==> config.mk <==
export PLATFORM = sky130hd
export DESIGN_NAME = spike_event_encoder
export DESIGN_NICKNAME = d
export VERILOG_FILES = /design/src/rtl/spike_event_encoder.sv
export SDC_FILE = /design/constraint.sdc
export NUM_CORES = 1
export LEC_CHECK = 0
export BUFFER_PORTS_ARGS = -buffer_cell sky130_fd_sc_hd__buf_2
export CAP_MARGIN = 20
export CORE_ASPECT_RATIO = 1.4
export CORE_MARGIN = 2
export CORE_UTILIZATION = 35
export DETAILED_ROUTE_END_ITERATION = 16
export HOLD_SLACK_MARGIN = 0.03
export PLACE_DENSITY = 0.6
export SKIP_LAST_GASP = 1
export SLEW_MARGIN = 20
export SYNTH_ARGS = -nofsm -noshare
export SYNTH_HDL_FRONTEND = slang
export SYNTH_SLANG_ARGS = --single-unit
==> constraint.sdc <==
create_clock -name CLK -period 3.6 [get_ports CLK]
set_clock_uncertainty 0.1 [all_clocks]
set_input_delay 0.54 -clock CLK [delete_from_list [all_inputs] [get_ports CLK]]
set_output_delay 0.54 -clock CLK [all_outputs]
set_load 0.1 [all_outputs]
==> src/rtl/spike_event_encoder.sv <==
// spike_event_encoder: captures a 16-bit firing vector on each REQ pulse, tags it
// with a timestep and emits one address event per set bit (lowest index first)
// through an internal DEPTH-entry FIFO with a valid/ready output.
// Latency: capture at edge n, first push at edge n+1; one event per cycle.
// Backpressure: full FIFO stalls encoding; a REQ that cannot be captured is dropped (OVF).
// Ports: CLK/RSTB clock and async active-low reset; REQ/NEURON_OUT vector input;
//   TS_CLR/OVF_CLR sync clears; EV_VALID/EV_READY/EV_ADDR/EV_TS event output;
//   BUSY (encoding), OVF (sticky drop flag), FIFO_CNT (occupancy).
// Optional macro SPIKE_STAT_EN adds SPIKE_CNT (pushed events) and DROP_CNT (dropped REQs).
module spike_event_encoder #(
  parameter int DEPTH    = 8,
  parameter int TS_WIDTH = 8
) (
  input  logic                    CLK,
  input  logic                    RSTB,
  input  logic                    REQ,
  input  logic [15:0]             NEURON_OUT,
  input  logic                    TS_CLR,
  input  logic                    OVF_CLR,
  output logic                    EV_VALID,
  input  logic                    EV_READY,
  output logic [3:0]              EV_ADDR,
  output logic [TS_WIDTH-1:0]     EV_TS,
  output logic                    BUSY,
  output logic                    OVF,
`ifdef SPIKE_STAT_EN
  output logic [15:0]             SPIKE_CNT,
  output logic [7:0]              DROP_CNT,
`endif
  output logic [$clog2(DEPTH):0]  FIFO_CNT
);

  localparam int AW = $clog2(DEPTH);
  localparam int EW = 4 + TS_WIDTH;
  localparam logic [AW:0] FULL_CNT = DEPTH[AW:0];

  typedef enum logic {IDLE, ENCODE} state_t;

  state_t              state;
  logic [15:0]         pend;
  logic [TS_WIDTH-1:0] tag;
  logic [TS_WIDTH-1:0] ts;
  logic [EW-1:0]       mem [DEPTH];
  logic [AW-1:0]       wr_ptr;
  logic [AW-1:0]       rd_ptr;
  logic [AW:0]         cnt;

  logic                ev_vld;
  logic                pop;
  logic                push;
  logic                last;
  logic                accept;
  logic                capture;
  logic                drop;
  logic [15:0]         pend_clr;
  logic [3:0]          push_addr;
  logic [TS_WIDTH-1:0] cur_tag;
  logic [EW-1:0]       head;

  function automatic logic [3:0] low_idx(input logic [15:0] v);
    logic [3:0] idx;
    idx = '0;
    for (int i = 15; i >= 0; i--) begin
      if (v[i]) idx = 4'(i);
    end
    return idx;
  endfunction

  assign ev_vld    = (cnt != '0);
  assign pop       = ev_vld & EV_READY;
  // A full FIFO still takes a push when the head leaves in the same cycle.
  assign push      = (state == ENCODE) && ((cnt != FULL_CNT) || pop);
  assign push_addr = low_idx(pend);
  assign pend_clr  = pend & (pend - 16'd1);
  assign last      = push && (pend_clr == '0);
  // A new vector fits only when the pending one is finishing this very cycle.
  assign accept    = REQ && ((state == IDLE) || last);
  assign drop      = REQ && !accept;
  assign capture   = accept && (NEURON_OUT != '0);
  assign cur_tag   = TS_CLR ? '0 : ts;

  always_ff @(posedge CLK or negedge RSTB) begin
    if (!RSTB) begin
      state  <= IDLE;
      pend   <= '0;
      tag    <= '0;
      ts     <= '0;
      OVF    <= 1'b0;
      wr_ptr <= '0;
      rd_ptr <= '0;
      cnt    <= '0;
    end else begin
      if (TS_CLR)   ts <= REQ ? TS_WIDTH'(1) : '0;
      else if (REQ) ts <= ts + TS_WIDTH'(1);

      if (capture) begin
        pend  <= NEURON_OUT;
        tag   <= cur_tag;
        state <= ENCODE;
      end else begin
        if (push) pend  <= pend_clr;
        if (last) state <= IDLE;
      end

      if (drop)         OVF <= 1'b1;
      else if (OVF_CLR) OVF <= 1'b0;

      if (push) wr_ptr <= wr_ptr + AW'(1);
      if (pop)  rd_ptr <= rd_ptr + AW'(1);
      case ({push, pop})
        2'b10:   cnt <= cnt + 1'b1;
        2'b01:   cnt <= cnt - 1'b1;
        default: cnt <= cnt;
      endcase
    end
  end

  // Storage is not reset; outputs are masked by EV_VALID instead.
  always_ff @(posedge CLK) begin
    if (push) mem[wr_ptr] <= {push_addr, tag};
  end

  assign head     = ev_vld ? mem[rd_ptr] : '0;
  assign EV_VALID = ev_vld;
  assign EV_ADDR  = head[EW-1:TS_WIDTH];
  assign EV_TS    = head[TS_WIDTH-1:0];
  assign BUSY     = (state == ENCODE);
  assign FIFO_CNT = cnt;

`ifdef SPIKE_STAT_EN
  always_ff @(posedge CLK or negedge RSTB) begin
    if (!RSTB) begin
      SPIKE_CNT <= '0;
      DROP_CNT  <= '0;
    end else begin
      if (TS_CLR)                          SPIKE_CNT <= push ? 16'd1 : 16'd0;
      else if (push && SPIKE_CNT != 16'hFFFF) SPIKE_CNT <= SPIKE_CNT + 16'd1;

      if (OVF_CLR)                         DROP_CNT <= drop ? 8'd1 : 8'd0;
      else if (drop && DROP_CNT != 8'hFF)  DROP_CNT <= DROP_CNT + 8'd1;
    end
  end
`endif

endmodule

---- After elaboration in Yosys (flattened, before gate mapping) ----
Memory sizes are Yosys's and may differ from the RTL's.
Cells that the tools add are included.
Widths: inputs -> output; s select.
cells by class
  bitwise operators ....................... 3
  magnitude comparators ................... 0
  equal/unequal tests ..................... 3
  div/mod/pow operators ................... 0
  shift operators ......................... 0
  mux-type cells .......................... 30
  add/subtract/negate cells ............... 6
  $mul .................................... 0
  reductions and logical operators ........ 16
operators with widths
  kind                   count
  $mux 4                 16
  $mux 16                2
  $mux 8                 3
  $and 16x16->16         1
  $logic_not 16->1       1
  $reduce_bool 16->1     1
  $sub 16x1->16 const B  1
  $mux 12                1
  $reduce_bool 2->1      5
  $add 8x1->8 const B    1
  $pmux 4 s2             1
  $mux 1                 7
  $add 3x1->3 const B    2
  $logic_and 1x1->1      5
  $add 4x1->4 const B    1
  $ne 4x4->1 const B     1
  $reduce_bool 4->1      1
  $sub 4x1->4 const B    1
  $eq 2x1->1 const B     1
  $eq 2x2->1 const B     1
  $logic_or 1x1->1       2
  $and 1x1->1            1
  $logic_not 1->1        1
  $not 1->1              1
word-level totals
  logic and storage cells ................. 67
  memories kept ........................... 1
  input port bits ......................... 22
  bits in writable memories ............... 96
  flip-flop bits (word level) ............. 44
  output and inout port bits .............. 19
  latch bits .............................. 0
  ROM bits ................................ 0
memory list
  name  depth  width  rd ports  clocked after memory_dff  write ports  line  text
  mem   8      12     1         0                         1            43    logic [EW-1:0] mem [DEPTH];

---- Longest topological paths before layout ----
Gate-level depths: netlist of the first run.
  depth in word-level cells ............... 16
  gate-level depth with buffers ........... 11
  mapped depth without buffers ............ 11

---- Least setup slack after synthesis of the first run ----
OpenSTA, ideal clock, no wires.
  path kind ............................... flip-flop to flip-flop
  from .................................... reg cnt[1], in the netlist FIFO_CNT[1]
  to ...................................... reg cnt[3], in the netlist FIFO_CNT[3]
  data arrival time ....................... 3.449 ns
  slack ................................... -0.112 ns
  buffers on the path ..................... 0
  library setup time ...................... 0.163 ns
  cell stages (with the launch flop) ...... 12
  period minus slack after synthesis ...... 3.712 ns
  path through ............................ dfrtp_1 > or3_1 > nor2_1 > inv_1 > nand2_1 > or2_2 > inv_1 > ha_1 > a21o_1 > a21oi_1 > mux2i_1 > xor2_1
on the way
  word-level cells in the longest chain between the ends .. 6
  elaborated cells between the ends (all ways) .. 11
  classes of those cells .................. 2 x add/sub; 3 x eq/ne; 1 x mux; 1 x bitwise; 4 x reduce/logical
RTL lines
  item                                             line  text
  start, declared                                  46    logic [AW:0] cnt;
  start signal, assigned                           111   2'b10: cnt <= cnt + 1'b1;
  start signal, assigned                           112   2'b01: cnt <= cnt - 1'b1;
  start signal, assigned                           113   default: cnt <= cnt;
  $reduce_bool 4->1 (*)                            69    assign ev_vld = (cnt != '0);
  named net EV_VALID                               20    output logic EV_VALID,
  $and 1x1->1 (*)                                  70    assign pop = ev_vld & EV_READY;
  $logic_or 1x1->1                                 72    assign push = (state == ENCODE) && ((cnt != FULL_CNT) || pop);
  $logic_and 1x1->1                                72
  $eq 2x1->1 or $eq 2x2->1 (tied branches)         110   case ({push, pop})
  $pmux 4 s2 or $reduce_bool 2->1 (tied branches)  --
The timed path passes the listed nets; every way through them passes the cells marked *.
A chain may end at the register's enable or synchronous reset.

---- Worst setup path after layout of the first run ----
  from .................................... reg pend[4]
  to ...................................... reg pend[14]
on the way
  word-level cells in the longest chain between the ends .. 8
  elaborated cells between the ends (all ways) .. 10
  classes of those cells .................. 1 x add/sub; 2 x mux; 1 x bitwise; 6 x reduce/logical
RTL lines
  item                                          line  text
  start, declared                               40    logic [15:0] pend;
  start signal, assigned                        101   if (push) pend <= pend_clr;
  $sub 16x1->16                                 74    assign pend_clr = pend & (pend - 16'd1);
  $and 16x16->16 (*)                            74
  $logic_not 16->1                              75    assign last = push && (pend_clr == '0);
  $logic_and 1x1->1                             75
  $logic_or 1x1->1                              77    assign accept = REQ && ((state == IDLE) || last);
  $logic_and 1x1->1                             77
  $logic_and 1x1->1                             79    assign capture = accept && (NEURON_OUT != '0);
  $mux 16 or $reduce_bool 2->1 (tied branches)  --
Every way passes the cells marked *; elsewhere a longest branch is shown, timed or not. The select of a mux whose other input is x is not followed.

==> results by group, run 1 <==
Status
  – Outcome: finished, final reports clean

Synth
  – Top-count cell post-synth: edfxtp_1
  – Count of cell types in the netlist: 52
  – Synth area leader: edfxtp_1
  – Syn_area_per_cell: 14.9 um^2
  – Area share of the largest cell type after synthesis: about 46%
  – Ys Warns: 0
  – Synthesized flop and latch total: 140
  – Ys flop type: edfxtp_1
  – Sequential area share after synthesis: 64.2%
  – Mapped Cells: 417
  – Area contributors post-synth: edfxtp_1 46%, dfrtp_1 18%, mux4_2 8.7%
  – Synth cell count leaders: 96 x edfxtp_1, 44 x dfrtp_1, 39 x nor2_1, 27 x nand2_1, 24 x mux4_2
  – Number of synthesized flops with an enable pin: 96
  – Asr flop ratio synth: roughly a third
  – Syn nets: 445
  – Cell Area, Synth: just over 6000 um^2

Timing
  – Setup TNS: 0 ns
  – RSZ-0062 raised after global routing: no
  – Normalized max-slew margin: around a third
  – Post-layout min period: about 3 ns
  – Final Setup Violations: 0
  – FMAX: approximately 0.34 GHz
  – Final WS setup: between 0.6 and 0.7 ns
  – Worst Tran Pin Value: ~1 ns
  – Max-slew violation count: 0
  – Final period util: 81.2%
  – Hold Fails Final Rpt: 0

Cells and area
  – Multi-input logic area: between 2000 and 2500 um^2
  – # diodes: 0
  – Layout area overhead: 17.6%
  – Filler cells: ~1,600
  – Final core occ: 42.0%
  – Layout cells sized above 1: about 28%
  – Seq. cell area: about 4000 um^2
  – Nets: 500

Critical path
  – R2R depth: 6
  – Worst reg2reg endpoint: pend[14]
  – Crit Reg-Reg Startpoint: pend[4]
  – Arrival time at the worst endpoint: between 3 and 4 ns
  – FF-to-FF setup slack: between 0.6 and 0.7 ns
  – Setup crit start: pend[4]
  – Max FO, Critical Path: 17
  – Crit-path slowest cell: or4_1
  – Setup crit start kind: flop
  – Critical Path Max Stage Delay: 0.67 ns
  – Crit. End Element: flop
  – Crit path capture: pend[14]
  – Crit path cell chain: or4_1, o41ai_4, nand4_2, o41a_1, nand2b_4, mux2_4
  – Crit Path Class: reg2reg
  – Critical Path RT: around 3.8 ns

Clocking
  – Worst skew pair latency: between 0.4 and 0.5 ns
  – CTS resizes: 0
  – Worst-path clk slew: about 0.060 ns
  – Longest Clk Path Bufs: 2
  – Max H-tree Level: 4
  – # Post-CTS Setup Buffers: 0
  – CTS buffer count: 17
  – Clock Sinks: 140
  – CTS hold repair buffers: 0
  – Root Buffer: clkbuf_16
  – CTS tree: done

Detailed routing
  – DRC violations left: 0
  – WL/cell: 17.4 um
  – Post-DR vias/cell: a little over 5
  – Final WL: between 10,000 and 15,000 um
  – Drt first-iter violations: roughly 200
  – Router iterations before antenna repair: 6
  – Via count: ~3,600
  – Detail Route Antenna Nets: 0

Placement
  – Pre-CTS WS: between 0.6 and 0.7 ns
  – Port Buffer Count: 40
  – DPL Wire Length: 8580 um
  – GP Congestion: between 0.8 and 0.9

Die
  – Initial Util: 35.7%
  – # rows: 57
  – Core area: between 15,000 and 20,000 um^2
  – DIE WIDTH: 117 um
  – I/O pins: between 40 and 50
  – Die H: approximately 160 um
  – DIE AREA: roughly 19,000 um^2

Global route
  – First-pass GRT wire length: between 15,000 and 20,000 um
  – Vias in the first global route: 3,776
  – Grt ovf: 0
  – Gr usage total: between 10 and 15%
  – Largest net degree at the start of global routing: 45
  – Initial antenna violation count: 0

Min path
  – Worst Hold Class: in2async

Job
  – Max-Cap Viols: 0
==> through the flow <==
step / hold WS, ns / instances / instance area, um^2
floorplan: 0.144 / 417 / 6210
global route: 0.0681 / 721 / 7300
detailed placement: 0.411 / 689 / 6770
finish: 0.0334 / 721 / 7300
CTS: 0.219 / 721 / 7300
global placement: 0.403 / 689 / 6770
==> worst max-delay path, delay by kind of cell (launching register included) <==
family / cells / cell delay, ns
AOI/OAI and AO/OA: 2 / 0.80
muxes: 1 / 0.36
DFF: 1 / 0.45
and+or+nand+nor: 3 / 1.10
==> layout make-up <==
| cell class | count | area share (%) |
|---|---|---|
| well taps | 236 | 4.04 |
| clock buffers | 18 | 5.88 |
| clock inverters | 14 | 1.44 |
| multi-input cells | 241 | 28.7 |
| inverters | 18 | 0.977 |
| repair buffers | 54 | 4.39 |
| flip-flops and latches | 140 | 54.6 |
==> metal layers <==
metal  GRT usage (%)  vias to the layer above  wire, um
met5               0                        -         0
met4            4.49                        0       204
met3            3.56                       16       472
met2            26.2                       72      7000
met1            15.9                     1836      4860
li1                -                     1710         -
==> how the worst min path moves through the flow <==
| stage | start | to | cells past startpoint |
|---|---|---|---|
| global route | RSTB | FIFO_CNT[0] | 1 |
| detailed placement | FIFO_CNT[3] | FIFO_CNT[3] | 1 |
| CTS | OVF_CLR | OVF | 2 |
| global placement | FIFO_CNT[3] | FIFO_CNT[3] | 1 |
| floorplan | RSTB | BUSY | 0 |
| finish | RSTB | rd_ptr[1] | 1 |
==> flip-flops by register name, indices dropped and copies added (netlist names) <==
signal / flops
rd_ptr: 3
wr_ptr: 3
BUSY: 1
pend: 16
tag: 8
ts: 8
FIFO_CNT: 4
mem: 96
OVF: 1
==> cell usage in the layout (no fill, tap or decap), types with 4 or more instances in the layout <==
master	instances
a221o_1	7
mux2_2	8
clkinv_2	5
ha_1	5
or3_1	4
mux4_2	24
nand2_1	27
mux2i_1	21
inv_1	17
or2_2	4
a21oi_1	9
xnor2_1	6
o31a_1	4
o21a_1	5
o21ai_0	10
dfrtp_1	41
nor2_1	39
edfxtp_1	96
nor3_1	6
clkinvlp_4	5
clkbuf_16	17
buf_2	39
xor2_1	7
nand4_1	5
nor4_1	5
buf_4	14
==> cells by family after synthesis <==
family / synth area share (%)
mux: 14.3
buf+inv: 2.70
xor+xnor: 1.83
fa+ha+maj: 1.65
compound gates: 6.25
flops: 64.2
simple gates: 9.11
Power of run 1 is not shown: default switching activity piles up to over one toggle a cycle in this logic, so the estimate is an artifact.
==> inputs of run 2 (changes only) <==
Settings changed: ABC_AREA from default to 1, PLACE_DENSITY 0.6 to 0.62.
Clock period 3.6 ns to 2.4 ns, I/O delays scaled along.
==> run 2 against run 1 <==
  * Die area increased by 3.1%
  * Clock-buffer cell count increased by 2
  * Worst setup slack got worse by 0.62 ns
==> results by group, run 2 <==
Timing
  – Final period util: 97.7%
  – Max-slew violation count: 0
  – Worst Tran Pin Value: 0.765 ns
  – Final Setup Violations: 0
  – Hold Fails Final Rpt: 0
  – RSZ-0062 raised after global routing: yes
  – Normalized max-slew margin: 49.0%
  – FMAX: approximately 0.43 GHz
  – Post-layout min period: around 2.3 ns
  – Final WS setup: around 0.054 ns

Synth
  – Mapped Cells: 664
  – Area share of the largest cell type after synthesis: around 45%
  – Sequential area share after synthesis: roughly 62%
  – Asr flop ratio synth: a little under a third
  – Ys flop type: edfxtp_1
  – Count of cell types in the netlist: 34
  – Synth cell count leaders: 137 x nand2_1, 118 x nor2_1, 96 x edfxtp_1, 67 x o21ai_0, 45 x nand3_1
  – Top-count cell post-synth: nand2_1
  – Synth area leader: edfxtp_1
  – Cell Area, Synth: around 6400 um^2
  – Number of synthesized flops with an enable pin: 96
  – Syn_area_per_cell: approximately 9.6 um^2
  – Synthesized flop and latch total: 140
  – Area contributors post-synth: edfxtp_1 45%, dfrtp_1 17%, nand2_1 8.0%
  – Syn nets: a little under 700
  – Ys Warns: 0

Global route
  – Largest net degree at the start of global routing: 49
  – Gr usage total: between 10% and 20%
  – First-pass GRT wire length: between 20,000 and 25,000 um
  – Grt ovf: 0
  – Initial antenna violation count: 0
  – Vias in the first global route: 4,716

Detailed routing
  – Drt first-iter violations: 230
  – Detail Route Antenna Nets: 0
  – Router iterations before antenna repair: 4
  – Via count: around 4,800
  – Final WL: between 10,000 and 15,000 um
  – DRC violations left: 0
  – Post-DR vias/cell: between 4 and 5
  – WL/cell: roughly 15 um

Cells and area
  – Nets: 759
  – Commonest non-fill, non-tap cell in the layout: nand2_1
  – Commonest non-fill, non-tap cells in the layout: 137 x nand2_1, 116 x nor2_1, 96 x edfxtp_1
  – Final core occ: between 40% and 50%
  – Fin area: ~8200 um^2
  – Max FFs per register: between 90 and 100
  – Filler cells: approximately 1,700
  – Layout cells sized above 1: 20.3%
  – Seq. cell area: 4000 um^2
  – Largest registers: mem (96), pend (16)
  – Layout area overhead: 28.6%
  – Largest Register: mem
  – Multi-input logic area: approximately 2400 um^2
  – # diodes: 0

Clocking
  – Clock Sinks: 140
  – Worst-path clk slew: 0.06 ns
  – Root Buffer: clkbuf_16
  – Longest Clk Path Bufs: 2
  – CTS buffer count: 17
  – CTS tree: done
  – Max H-tree Level: 4
  – Worst skew pair latency: between 0.4 and 0.5 ns

Critical path
  – Crit. End Element: output pin
  – Worst reg2reg endpoint: FIFO_CNT[3]
  – Arrival time at the worst endpoint: ~1.9 ns
  – Critical Path RT: 1.94 ns
  – R2R depth: 11
  – Crit Path Class: reg2out
  – Max FO, Critical Path: 12
  – Setup crit start kind: flop
  – Crit Reg-Reg Startpoint: FIFO_CNT[0]
  – FF-to-FF setup slack: between 0.2 and 0.25 ns

Job
  – Max-Cap Viols: 0

Min path
  – Worst Hold Class: in2reg
  – Min-Delay Endpoint: pend[0]
  – Hold Startpoint: NEURON_OUT[0]
  – Hold Path Depth: 3

Status
  – Outcome: finished, final reports clean

Placement
  – GP Congestion: 0.891
  – DPL Wire Length: slightly below 10,000 um
  – Cell Area, Placed: roughly 7400 um^2
  – Port Buffer Count: 40
  – Pre-CTS WS: ~0.15 ns

Die
  – Initial Util: a little over a third
  – DIE WIDTH: 118 um
  – Core area: ~18,000 um^2
  – I/O pins: between 40 and 50
  – # rows: a little under 60
  – DIE AREA: between 15,000 and 20,000 um^2
  – Die H: 164 um
## run 2: cells by family (layout without fill, tap and decap cells)
family / count (synthesis) / after routing / synth area share [%]
compound gates: 116 / 116 / 9.90
flops: 140 / 140 / 62.2
xor+xnor: 7 / 7 / 0.957
fa+ha+maj: 6 / 6 / 1.29
simple gates: 324 / 324 / 21.1
buf+inv: 71 / 151 / 4.59
## run 2: per-layer routing
| metal | wire, um | GRT usage (%) |
|---|---|---|
| met3 | 409 | 3.26 |
| met4 | 189 | 5.81 |
| met5 | 0 | 0 |
| met1 | 5880 | 17.6 |
| met2 | 7900 | 28.9 |
## run 2: timing repair
item,4_1_cts,5_1_grt
setup buffers,2,0
pin swaps,0,5
gates cloned,0,2
setup endpoints to repair,12,36
resized for setup,21,39
hold buffers,3,0
hold endpoints to repair,25,0
## run 2: worst max path at each step
| stage | from | endpoint | slack, ns | depth (start not counted) |
|---|---|---|---|---|
| after detailed placement | FIFO_CNT[0] | pend[9] | 0.15 | 13 |
| after global routing | rd_ptr[0] | EV_TS[7] | -0.04 | 7 |
| after global placement | EV_READY | mem[5][4] | 0.07 | 7 |
| final | rd_ptr[0] | EV_TS[7] | 0.05 | 7 |
| after floorplan | FIFO_CNT[0] | mem[5][0] | -0.08 | 7 |
| after CTS | rd_ptr[0] | EV_ADDR[0] | -0.02 | 7 |
## run 2: layout make-up
type                            count  share of cell area (%)
Sequential cell                   140                    48.6
Multi-Input combinational cell    453                    29.0
Timing Repair Buffer               76                    9.36
Clock inverter                     12                    2.07
Clock buffer                       20                    5.30
Inverter                           43                    2.02
Tap cell                          240                    3.65
## run 2: through the flow
stage | cells | TNS, ns | hold slack, ns
2_1_floorplan | 664 | -3.69 | -0.0356
3_5_place_dp | 945 | 0 | 0.312
6_report | 984 | 0 | 0.101
4_1_cts | 982 | -0.0479 | 0.0943
5_1_grt | 984 | -0.253 | 0.109
3_3_place_gp | 945 | 0 | 0.308
## run 2: worst max-delay path, stage by stage (launching register included)
cell and delay, ns:
dfrtp_2 0.47, clkinv_4 0.13, buf_12 0.14, o21ai_0 0.08, o22ai_1 0.20, o21ai_2 0.10, a31oi_4 0.17, buf_12 0.19
Power of run 2 is left out for the same reason.
